<file path="src/rtl/mux_arb_reg_pkg.sv">
`default_nettype none
// ============================================================================
// Module   : mux_arb_reg_pkg
// Brief    : Shared constants and helpers for the handshaked register mux.
// Revision : 1.0 - initial release
// ============================================================================
package mux_arb_reg_pkg;

    localparam logic c_MODE_ADDR = 1'b0;
    localparam logic c_MODE_RR   = 1'b1;

    // Bits needed to index n items; callers guarantee n >= 2.
    function automatic int clog2(input int n);
        int r;
        r = 0;
        for (int v = n - 1; v > 0; v = v >> 1) begin
            r = r + 1;
        end
        return r;
    endfunction

endpackage
`default_nettype wire

</file>
<file path="src/rtl/mux_arb_reg_rr_arbiter.sv">
`default_nettype none
// ============================================================================
// Module   : rr_arbiter
// Brief    : Combinational round-robin pick of the first request at or above ptr.
// Revision : 1.0 - initial release
// ============================================================================
module rr_arbiter
    import mux_arb_reg_pkg::*;
#(
    parameter int N    = 4,
    parameter int SELW = 2
) (
    input  logic [N-1:0]    req,
    input  logic [SELW-1:0] ptr,
    output logic [SELW-1:0] grant,
    output logic            grant_vld
);

    logic            w_found;
    logic [SELW-1:0] w_grant;

    // Two passes: indices at/above the pointer first, then the wrapped-around ones.
    always_comb begin
        w_found = 1'b0;
        w_grant = '0;
        for (int i = 0; i < N; i++) begin
            if (!w_found && req[i] && (SELW'(i) >= ptr)) begin
                w_found = 1'b1;
                w_grant = SELW'(i);
            end
        end
        for (int i = 0; i < N; i++) begin
            if (!w_found && req[i] && (SELW'(i) < ptr)) begin
                w_found = 1'b1;
                w_grant = SELW'(i);
            end
        end
    end

    assign grant     = w_grant;
    assign grant_vld = w_found;

endmodule
`default_nettype wire

</file>
<file path="src/rtl/mux_arb_reg.sv">
`default_nettype none
// ============================================================================
// Module   : mux_arb_reg
// Brief    : N-input handshaked mux, addressed or round-robin, with output register.
// Revision : 1.0 - initial release
// ============================================================================
module mux_arb_reg
    import mux_arb_reg_pkg::*;
#(
    parameter int  WIDTH = 16,
    parameter int  N     = 4,
    localparam int SELW  = clog2(N)
) (
    input  logic               clk,
    input  logic               rst,
    input  logic               mode,
    input  logic [SELW-1:0]    addr,
    input  logic [N-1:0]       in_valid,
    input  logic [N*WIDTH-1:0] in_data,
    output logic [N-1:0]       in_ready,
    output logic               out_valid,
    output logic [WIDTH-1:0]   out_data,
    output logic [SELW-1:0]    out_src,
    input  logic               out_ready
);

    logic             w_load_en;
    logic             w_addr_vld;
    logic             w_rr_vld;
    logic             w_gnt_vld;
    logic [SELW-1:0]  w_rr_grant;
    logic [SELW-1:0]  w_grant;
    logic [WIDTH-1:0] w_sel_data;
    logic [N-1:0]     w_ready;

    logic             r_out_valid;
    logic [WIDTH-1:0] r_out_data;
    logic [SELW-1:0]  r_out_src;
    logic [SELW-1:0]  r_rr_ptr;

    assign w_load_en = !r_out_valid || out_ready;

    rr_arbiter #(
        .N    (N),
        .SELW (SELW)
    ) u_rr_arbiter (
        .req       (in_valid),
        .ptr       (r_rr_ptr),
        .grant     (w_rr_grant),
        .grant_vld (w_rr_vld)
    );

    // Matching against each legal index means an address >= N never grants.
    always_comb begin
        w_addr_vld = 1'b0;
        for (int i = 0; i < N; i++) begin
            if ((addr == SELW'(i)) && in_valid[i]) begin
                w_addr_vld = 1'b1;
            end
        end
    end

    assign w_grant   = (mode == c_MODE_RR) ? w_rr_grant : addr;
    assign w_gnt_vld = (mode == c_MODE_RR) ? w_rr_vld   : w_addr_vld;

    always_comb begin
        w_ready    = '0;
        w_sel_data = '0;
        for (int i = 0; i < N; i++) begin
            if (w_grant == SELW'(i)) begin
                w_sel_data = in_data[i*WIDTH +: WIDTH];
                w_ready[i] = w_load_en && w_gnt_vld;
            end
        end
    end

    always_ff @(posedge clk or posedge rst) begin
        if (rst) begin
            r_out_valid <= 1'b0;
            r_out_data  <= '0;
            r_out_src   <= '0;
            r_rr_ptr    <= '0;
        end else if (w_load_en) begin
            r_out_valid <= w_gnt_vld;
            if (w_gnt_vld) begin
                r_out_data <= w_sel_data;
                r_out_src  <= w_grant;
                if (mode == c_MODE_RR) begin
                    r_rr_ptr <= (w_grant == SELW'(N - 1)) ? '0 : w_grant + 1'b1;
                end
            end
        end
    end

    assign in_ready  = w_ready;
    assign out_valid = r_out_valid;
    assign out_data  = r_out_data;
    assign out_src   = r_out_src;

endmodule
`default_nettype wire

</file>
<file path="config.mk">
export PLATFORM = sky130hd
export DESIGN_NAME = mux_arb_reg
export DESIGN_NICKNAME = d
export VERILOG_FILES = /design/src/rtl/mux_arb_reg_pkg.sv /design/src/rtl/mux_arb_reg_rr_arbiter.sv /design/src/rtl/mux_arb_reg.sv
export SDC_FILE = /design/constraint.sdc
export NUM_CORES = 1
export LEC_CHECK = 0
export CAP_MARGIN = 15
export CORE_MARGIN = 5
export CORE_UTILIZATION = 65
export DETAILED_ROUTE_END_ITERATION = 8
export DONT_BUFFER_PORTS = 1
export GPL_ROUTABILITY_DRIVEN = 0
export GPL_TIMING_DRIVEN = 0
export PLACE_DENSITY = 0.81
export REMOVE_ABC_BUFFERS = 1
export SLEW_MARGIN = 0
export SYNTH_ARGS = -nofsm -noshare
export SYNTH_HDL_FRONTEND = slang
export SYNTH_SLANG_ARGS = --single-unit
</file>
<file path="constraint.sdc">
create_clock -name clk -period 8.12 [get_ports clk]
set_input_delay 0.406 -clock clk [delete_from_list [all_inputs] [get_ports clk]]
set_output_delay 0.406 -clock clk [all_outputs]
set_load 0.02 [all_outputs]
</file>
# Yosys cells after proc, flatten, opt, wreduce, memory -nomap -nowiden
# Cells that the tools add are included.
[op_classes]
order_cmp = 8
addsub = 1
n_mux = 30
n_reduce_logical = 33
n_eq_ne = 6
[ops]
columns = ["cell", "count"]
rows = [
  ["$mux W16", 4],
  ["$logic_and A1 B1 Y1", 20],
  ["$mux W1", 18],
  ["$mux W2", 8],
  ["$eq A2 B2 Y1 const B", 4],
  ["$logic_not A1 Y1", 8],
  ["$eq A2 B1 Y1 const B", 2],
  ["$ge A1 B2 Y1 const A", 2],
  ["$ge A2 B2 Y1 const A", 2],
  ["$logic_not A2 Y1", 2],
  ["$lt A1 B2 Y1 const A", 2],
  ["$lt A2 B2 Y1 const A", 2],
  ["$reduce_and A3 Y1", 1],
  ["$add A2 B1 Y2 const B", 1],
  ["$reduce_and A2 Y1", 1],
  ["$logic_or A1 B1 Y1", 1],
]
[word_totals]
out_inout_bits = 23
ff_bits = 21
elab_cells = 82

# Logic depth before layout (Yosys ltp)
# Gate-level depths: netlist of the first run.
[logic_depth]
ltp_word = 37
mapped_depth = 11
depth_no_buf = 9

# Cells and area by module
# A second synthesis of the first run with hierarchy kept.
[unflattened]
cells_unflattened = 153
hier_area_um2 = 1605.3
[by_module_without_submodules]
columns = ["mod", "cells_each", "area_per_inst_um2", "instances"]
rows = [
  ["mux_arb_reg", 141, 1525.2, 1],
  ["rr_arbiter", 12, 80.1, 1],
]

# Least setup slack after synthesis of the first run
# Ideal clock, no wire load.
[synth_timing]
path_kind = "flip-flop to flip-flop"
start = "reg r_rr_ptr[1]"
end = "reg r_out_data[2] (netlist: out_data[2])"
path_stages_with_launch = 11
path_buffers = 1
setup_slack_ns = 5.518
setup_ns = 0.125
arrival_time_ns = 2.477
period_less_slack_ns = 2.602
path_cell_list = "dfrtp_1 -> mux2_1 -> a221o_1 -> o21ai_1 -> inv_1 -> ha_1 -> nor2b_1 -> buf_2 -> a221oi_1 -> o31ai_1 -> mux2_4"
[synth_between]
elab_chain_len = 37
elab_cells_between_ends = 56
classes_between = "8 x order compare; 3 x eq/ne; 21 x mux; 24 x reduce/logical"
[synth_lines]
columns = ["element", "line", "rtl"]
rows = [
  ["from (decl)", "mux_arb_reg.sv:39", "logic [SELW-1:0] r_rr_ptr;"],
  ["from (signal assigned)", "mux_arb_reg.sv:89", "r_rr_ptr <= (w_grant == SELW'(N - 1)) ? '0 : w_grant + 1'b1;"],
  ["$ge A1 B2 Y1", "mux_arb_reg_rr_arbiter.sv:27", "if (!w_found && req[i] && (SELW'(i) >= ptr)) begin"],
  ["$logic_and A1 B1 Y1", "mux_arb_reg_rr_arbiter.sv:27", ""],
  ["$mux W1", "mux_arb_reg_rr_arbiter.sv:27", ""],
  ["$logic_not A1 Y1", "mux_arb_reg_rr_arbiter.sv:27", ""],
  ["$logic_and A1 B1 Y1 (2 in series)", "mux_arb_reg_rr_arbiter.sv:27", ""],
  ["$mux W1", "mux_arb_reg_rr_arbiter.sv:27", ""],
  ["$logic_not A1 Y1", "mux_arb_reg_rr_arbiter.sv:27", ""],
  ["$logic_and A1 B1 Y1 (2 in series)", "mux_arb_reg_rr_arbiter.sv:27", ""],
  ["[... 17 more ...]", "--", ""],
  ["$logic_not A1 Y1", "mux_arb_reg_rr_arbiter.sv:33", "if (!w_found && req[i] && (SELW'(i) < ptr)) begin"],
  ["$logic_and A1 B1 Y1 (2 in series)", "mux_arb_reg_rr_arbiter.sv:33", ""],
  ["$mux W2 (*)", "mux_arb_reg_rr_arbiter.sv:33", ""],
  ["$mux W2 (*)", "mux_arb_reg.sv:63", "assign w_grant = (mode == c_MODE_RR) ? w_rr_grant : addr;"],
  ["named net w_grant[0]", "mux_arb_reg.sv:32", "logic [SELW-1:0] w_grant;"],
  ["$logic_not A2 Y1", "mux_arb_reg.sv:70", "if (w_grant == SELW'(i)) begin"],
  ["$mux W16 (3 in series)", "mux_arb_reg.sv:70", ""],
  ["$mux W16 (*)", "mux_arb_reg.sv:70", ""],
  ["to (signal assigned)", "mux_arb_reg.sv:86", "r_out_data <= w_sel_data;"],
  ["to (decl)", "mux_arb_reg.sv:37", "logic [WIDTH-1:0] r_out_data;"],
]
# Mark *: on every way through the listed nets, which the timed path passes. The rest lies on a longest branch.
# A chain may end at the register's enable or synchronous reset.

# Worst setup path in the final report of the first run
[layout_timing]
start = "reg r_rr_ptr[1]"
end = "reg r_out_data[8] (netlist: out_data[8])"
# The elaborated chain is that of the path after synthesis.

==> metrics.md, run 1 <==
| Metric | Value |
|---|---|
| First-pass GRT wire length | `5.89 mm` |
| All-Layer GR Usage | `0.217` |
| CTS Buf Count | `3` |
| Max-slew headroom | `0.320` |
| Die Ht | `59.1 um` |
| Fill count | `182` |
| Tmin final | `3470 ps` |
| DRT antenna net count | `0` |
| Share of cells above drive strength 1 | `0.170` |
| Outcome | `finished clean` |
| Fmax | `0.288 GHz` |
| Pwr/cell area | `300 nW/um^2` |
| Post-synth cell types | `28` |
| Sw Share | `0.431` |
| Worst-skew pair later-pin latency | `310 ps` |
| Synth Register Bits | `21` |
| WL met2 | `1.90 mm` |
| Die width | `59.1 um` |
| # Post-CTS Setup Buffers | `0` |
| Combinational power share | `0.393` |
| RSZ-0062 raised after global routing | `false` |
| Crit start category | `register` |
| # clock sinks | `21` |
| Starting Density | `0.694` |
| DRC | `0` |
| I/O pin total | `97` |
| Netlist Area Pre-Place | `1560 um^2` |
| Clk_skew | `4.20 ps` |
| Post-detail-place hpwl | `2.80 mm` |
| Tot Pwr | `474 uW` |
| Multi-input gate area | `953 um^2` |
| Warnings, synthesis | `0` |
| Drt total wl | `3.79 mm` |
| Final setup vio count | `0` |
| CP arrival | `3670 ps` |
| Seq pwr share | `0.498` |
| P_sw | `204 uW` |
| Syn Inst Count | `154` |
| Worst vdd ir | `0.000171 V` |
| Final net count | `226` |
| Placed inst area | `1540 um^2` |
| Final worst-path cycle share | `0.427` |
| Port bufs | `0` |
| Final Hold Vio Count | `0` |
| Pre-Repair DR Iteration Count | `4` |
| Average size of a mapped cell | `10.2 um^2` |
| Rows | `17` |
| Core box area | `2250 um^2` |
| TNS Setup | `0 ps` |
| WS Path Type | `register to register` |
| Post-synth top area share | `0.336` |
| # H-tree levels | `1` |
| CTS Root Cell | `clkbuf_4` |
| TritonCTS clock tree | `built` |
| Yosys top cell by area | `dfrtp_1` |
| P&R area growth vs syn | `1.20%` |
| Crit Path Max Fanout | `19` |
| CTS clk-pin slew, worst paths | `120 ps` |
| Internal power | `270 uW` |
| Largest cells by area after synthesis | `dfrtp_1 34%, mux2_4 15%, a221oi_1 9.0%, nor2b_1 7.2%, o31ai_1 7.2%` |
| Max capacitance violation total | `0` |
| CTS resizes | `0` |
| Clk network pwr share | `0.109` |
| Design area | `1580 um^2` |
| Register area | `526 um^2` |
| Initial antenna violation count | `0` |
| ANT cells | `0` |
| M1 WL | `1.49 mm` |
| Leakage | `0.000688 uW` |
| Die Area | `3490 um^2` |
| Hold-fix buffers, CTS | `0` |
| Metal3 WL | `382 um` |
| Vias per Instance | `6.86` |
| Hold crit path type | `primary input to async pin` |
| Vias | `1200` |
| Number of global-route vias before repair | `1220` |
| Hold WS | `126 ps` |
| Largest net degree at the start of global routing | `34` |
| Iteration-0 DRC count of the detailed router | `62` |
| Worst-Margin Slew | `1020 ps` |
| WL/cell | `21.7 um` |
| Critical Path RT | `8330 ps` |
| Kind of end point of the critical path | `register` |
| Top routing layer in use | `met4` |
| Max Slew Vio Count | `0` |
| CTS max path bufs | `2` |
| Sequential fraction of the synthesis area | `0.336` |
| GR Overflow Total | `0` |
[final cells by class]
class	count	area share
Clock buffer	3	0.0142
Clock inverter	1	0.00316
Inverter	8	0.0190
Multi-Input combinational cell	113	0.602
Sequential cell	21	0.332
Tap cell	28	0.0221
Timing Repair Buffer	1	0.00711
[sequential cells by signal (all words and copies together) (netlist names)]
register,count
out_valid,1
r_rr_ptr,2
out_data,16
out_src,2
[worst max-delay path, cell delays in order (launching register included)]
cell,delay [ps]
dfrtp_1,440
mux2_1,320
a221o_1,290
o21ai_1,370
ha_1,690
nor2b_1,310
buf_6,240
a221oi_1,270
o31ai_1,130
mux2_4,300
[cell usage after synthesis]
cell type	n
a211oi_1	1
a21oi_1	3
a21oi_2	1
a221o_1	1
a221oi_1	16
a22o_1	1
and2_1	4
buf_1	1
buf_2	2
buf_6	2
clkbuf_1	7
dfrtp_1	21
ha_1	4
inv_1	8
mux2_1	4
mux2_4	16
mux2i_1	1
mux2i_4	1
mux4_2	1
nand2_1	20
nand3_1	1
nor2_1	1
nor2b_1	18
o211a_1	1
o21ai_0	1
o21ai_1	1
o31ai_1	15
or4_4	1
[kinds of logic (layout without fill, tap and decap cells)]
kind of cell	after synthesis	after routing	share of synthesized area
muxes	23	23	0.218
AOI/OAI and AO/OA	41	41	0.206
adders and majority gates	4	4	0.0320
DFF	21	21	0.336
and+or+nand+nor	45	45	0.149
buffers and inverters	20	13	0.0592
[cells in the final DEF (no fill, tap or decap), types with 3 or more instances in the layout]
cell      count
a21oi_1       3
mux2_4       16
o31ai_1      15
clkbuf_4      3
and2_1        4
nand2_1      20
a221oi_1     16
mux2_1        4
inv_1         8
nor2b_1      18
ha_1          4
dfrtp_1      21
[power by group through the flow]
stage	logic, uW	registers (uW)	clock network [uW]
detailed placement	184	239	0
floorplan	156	226	0
global placement	175	237	0
finish	186	236	51.8
global route	206	241	57.4
CTS	185	237	53.4
[routing by layer]
metal | vias to the layer above | track usage
met2 | 62 | 0.372
met1 | 584 | 0.273
met5 | - | 0
li1 | 550 | -
met3 | 4 | 0.0545
met4 | 0 | 0.0485
[through the flow]
stage / setup slack (ps) / util / cells
after floorplan: 5340 / - / 142
after global placement: 4680 / 0.681 / 170
after detailed placement: 4450 / 0.685 / 170
after CTS: 4540 / 0.697 / 174
after global routing: 4380 / 0.702 / 175
final: 4650 / 0.702 / 175
[final timing paths]
kind / cells past startpoint / startpoint / endpoint / slack, ps
min in group clk: 3 / in_data[60] / out_data[12] / 320
setup / recovery: 9 / r_rr_ptr[1] / out_data[8] / 4650
hold / removal: 1 / rst / out_data[7] / 130
hold reg to reg: 2 / r_rr_ptr[0] / r_rr_ptr[0] / 590
max in group asynchronous: 1 / rst / r_rr_ptr[0] / 7490
setup reg to reg: 9 / r_rr_ptr[1] / out_data[8] / 4650
Power figures use the tool's default switching activity.
==> inputs of run 2 (changes only) <==
Settings changed: ABC_AREA set to 1, CORE_UTILIZATION 65 to 57, PLACE_DENSITY 0.81 to 0.75.
Clock period 8.12 ns to 3.1 ns, I/O delays scaled along.
==> metrics.md, run 2 <==
| Metric | Value |
|---|---|
| Worst-skew pair later-pin latency | `310 ps (about the same)` |
| DRT antenna net count | `0 (unchanged)` |
| Tot Pwr | `1120 uW (+140%)` |
| Final worst-path cycle share | `0.916` |
| CP arrival | `2690 ps (-980 ps)` |
| Most frequent cells in the layout | `55 x nand2_1, 36 x a21oi_1, 26 x nor2_1, 21 x dfrtp_1, 18 x inv_1` |
| Leakage | `0.000781 uW (+14%)` |
| Synth cell count leaders | `55 x nand2_1, 36 x a21oi_1, 26 x nor2_1` |
| Die Area | `4070 um^2 (+17%)` |
| Seq pwr share | `0.478 (-0.020)` |
| Pre-Repair DR Iteration Count | `4 (unchanged)` |
| Most common flop cell mapped by yosys | `dfrtp_1` |
| ANT cells | `0 (unchanged)` |
| Final net count | `295 (+31%)` |
| Crit path top cell by count | `nand2_2` |
| First-pass GRT wire length | `6.73 mm (+14%)` |
| Number of global-route vias before repair | `1510 (+24%)` |
| Synth Area in Adders | `0.0303 (-0.00167)` |
| P_sw | `530 uW (+160%)` |
| EDFF count, synth | `0 (unchanged)` |
| DRC | `0 (unchanged)` |
| # clock sinks | `21 (unchanged)` |
| Vias | `1457 (+21%)` |
| Post-synth cell types | `19 (-32%)` |
| CTS max path bufs | `2 (unchanged)` |
| Post-detail-place hpwl | `3.06 mm (+9.3%)` |
| Die Ht | `63.8 um (+8.1%)` |
| Combinational power share | `0.400 (+0.007)` |
| Crit Path Max Fanout | `17 (-2)` |
| Syn Inst Count | `222 (+44%)` |
| Synth async-reset ratio | `1.00 (unchanged)` |
| Iteration-0 DRC count of the detailed router | `83 (+34%)` |
| TritonCTS clock tree | `built` |
| Warnings, synthesis | `0 (unchanged)` |
| Largest net degree at the start of global routing | `42 (+24%)` |
| Netlist Area Pre-Place | `1650 um^2 (+5.5%)` |
| CP top delay family | `simple AND/OR/NAND/NOR gates` |
| Largest family of logic cells by synthesized area | `simple AND/OR/NAND/NOR gates` |
| Max FFs per register | `16 (unchanged)` |
| Clk network pwr share | `0.122 (+0.013)` |
| Final setup vio count | `0 (unchanged)` |
| Kind of end point of the critical path | `output pin` |
| Vias per Instance | `5.90 (-14%)` |
| RSZ-0062 raised after global routing | `false` |
| Internal power | `589 uW (+120%)` |
| Top-count cell post-synth | `nand2_1` |
| Core box area | `2760 um^2 (+22%)` |
| Fmax | `0.352 GHz` |
| Sequential fraction of the synthesis area | `0.318 (-0.0176)` |
| Max Slew Vio Count | `0 (unchanged)` |
| Largest cells by area after synthesis | `dfrtp_1 32%, nand2_1 13%, a21oi_1 11%, mux2i_1 9.7%, o21ai_2 9.0%` |
| Max capacitance violation total | `0 (unchanged)` |
| CTS Buf Count | `3 (unchanged)` |
| Worst-Margin Slew | `798 ps (-222 ps)` |
| Share of cells above drive strength 1 | `0.148 (-0.0219)` |
| Initial antenna violation count | `0 (unchanged)` |
| Drt total wl | `4.05 mm (+6.7%)` |
| Yosys top cell by area | `dfrtp_1` |
| Rows | `19 (+2)` |
| Outcome | `finished clean` |
| Post-synth top area share | `0.318 (-0.0176)` |
| I/O pin total | `97 (unchanged)` |
| Max-slew headroom | `0.468 (+0.148)` |
| Tmin final | `2840 ps` |
| Die width | `63.8 um (+8.1%)` |
| Pwr/cell area | `666 nW/um^2 (+120%)` |
| GR Overflow Total | `0 (unchanged)` |
| Multiplexer area fraction after synthesis | `0.0970 (-0.121)` |
| Post-Synth Simple-Gate Area | `0.259 (+0.110)` |
| Clk_skew | `7.00 ps (+2.80 ps)` |
| Fill count | `257 (+41%)` |
| Most common cell after layout, fill and taps aside | `nand2_1` |
| Critical Path RT | `2940 ps (-5390 ps)` |
| Worst vdd ir | `0.000484 V (+180%)` |
| Bufs and invs on worst path | `1 (unchanged)` |
| Synth Register Bits | `21 (unchanged)` |
| WS Path Type | `register to output pin` |
| Hold WS | `50.3 ps (-76.1 ps)` |
| Average size of a mapped cell | `7.43 um^2 (-27%)` |
| Final Hold Vio Count | `0 (unchanged)` |
| CTS Root Cell | `clkbuf_4` |
| CTS clk-pin slew, worst paths | `130 ps (about the same)` |
| Hold crit path type | `primary input to register` |
| Largest stage delay on the critical path | `630 ps (-60 ps)` |
| Starting Density | `0.598 (-0.0952)` |
| Xor/xnor share of the synthesized area | `0 (unchanged)` |
| Sw Share | `0.474 (+0.0426)` |
| Synth Area in Compound Gates | `0.199 (-0.00701)` |
| P&R area growth vs syn | `1.74%` |
| Crit path cell chain | `nand2_1 > nand2_2 > nand2_2 > nor2_4 > nand3_1 > a21oi_1 > ha_2 > inv_1 > nor2_1` |
| Port bufs | `0 (unchanged)` |
| WL/cell | `16.4 um (-24%)` |
| Crit start category | `register` |
| Slowest CP cell | `ha_2` |
| # H-tree levels | `1 (unchanged)` |
| All-Layer GR Usage | `0.201 (-0.0156)` |
## run 2: changes by cell type in the layout (fill, tap and decap cells not counted), sizes merged, moves of 4 or more
| cell | before | now |
|---|---|---|
| inv | 8 | 18 |
| nand2 | 20 | 57 |
| mux2 | 20 | 0 |
| mux2i | 2 | 16 |
| nand3 | 1 | 10 |
| nor2b | 18 | 0 |
| o31ai | 15 | 0 |
| nor2 | 1 | 28 |
| a21oi | 4 | 36 |
| a221oi | 16 | 0 |
| o21ai | 2 | 17 |
| and2 | 4 | 0 |
## run 2: worst paths after layout
check | from | to | slack, ps | cells after the start
worst max-delay path | r_rr_ptr[1] | in_ready[3] | 260 | 9
worst min register to register | r_rr_ptr[0] | r_rr_ptr[0] | 560 | 2
min in group asynchronous | rst | out_data[2] | 420 | 2
worst max register to register | r_rr_ptr[1] | out_data[9] | 480 | 14
worst min-delay path | in_data[51] | out_data[3] | 50 | 2
max in group asynchronous | rst | out_valid | 2180 | 2
## run 2: power by group through the flow
stage / Clock, uW / Sequential [uW] / Combinational (uW)
floorplan: 0 / 519 / 362
global placement: 0 / 539 / 411
detailed placement: 0 / 543 / 431
CTS: 142 / 537 / 435
global route: 157 / 546 / 508
finish: 137 / 535 / 447
## run 2: routing by layer
metal  vias up  share of wire  track usage
met5         -              0            0
met4         0         0.0057       0.0675
met3         2          0.092       0.0543
met2        87           0.50        0.332
met1       658           0.40        0.253
li1        710              -            -
## run 2: area by class of cell
class | count | area (um^2) | share of cell area
inverter | 19 | 72.6 | 0.0432
clock inverter | 1 | 5.00 | 0.00298
timing repair buffer | 2 | 30.0 | 0.0179
tap | 31 | 38.8 | 0.0231
sequential | 21 | 526 | 0.313
multi-input combinational | 170 | 985 | 0.586
clock buffer | 3 | 22.5 | 0.0134
## run 2: cell families (layout without fill, tap and decap cells)
| logic type | Yosys count | count (layout) |
|---|---|---|
| AND/OR/NAND/NOR | 97 | 97 |
| AO/OA/AOI/OAI | 53 | 53 |
| buffers and inverters | 31 | 25 |
| flip-flops | 21 | 21 |
| multiplexers | 16 | 16 |
| adder cells (fa/ha/maj) | 4 | 4 |
## run 2: repair_timing
| action | in CTS | in global routing |
|---|---|---|
| gates resized for setup | 2 | 3 |
| pin swaps | 0 | 1 |
| hold buffers | 1 | 0 |
| setup endpoints to repair | 17 | 18 |
| endpoints found under the hold margin | 21 | 0 |
| buffers inserted | 0 | 1 |
## run 2: metrics by stage
stage	util	cell area, um^2	TNS (ps)	setup WS (ps)	cells
after floorplan	-	1560	0	626	210
after global placement	0.581	1600	0	53.3	241
after detailed placement	0.581	1600	-1160	-118	241
after CTS	0.596	1640	0	17.5	246
after global routing	0.609	1680	0	70.5	247
final	0.609	1680	0	260	247
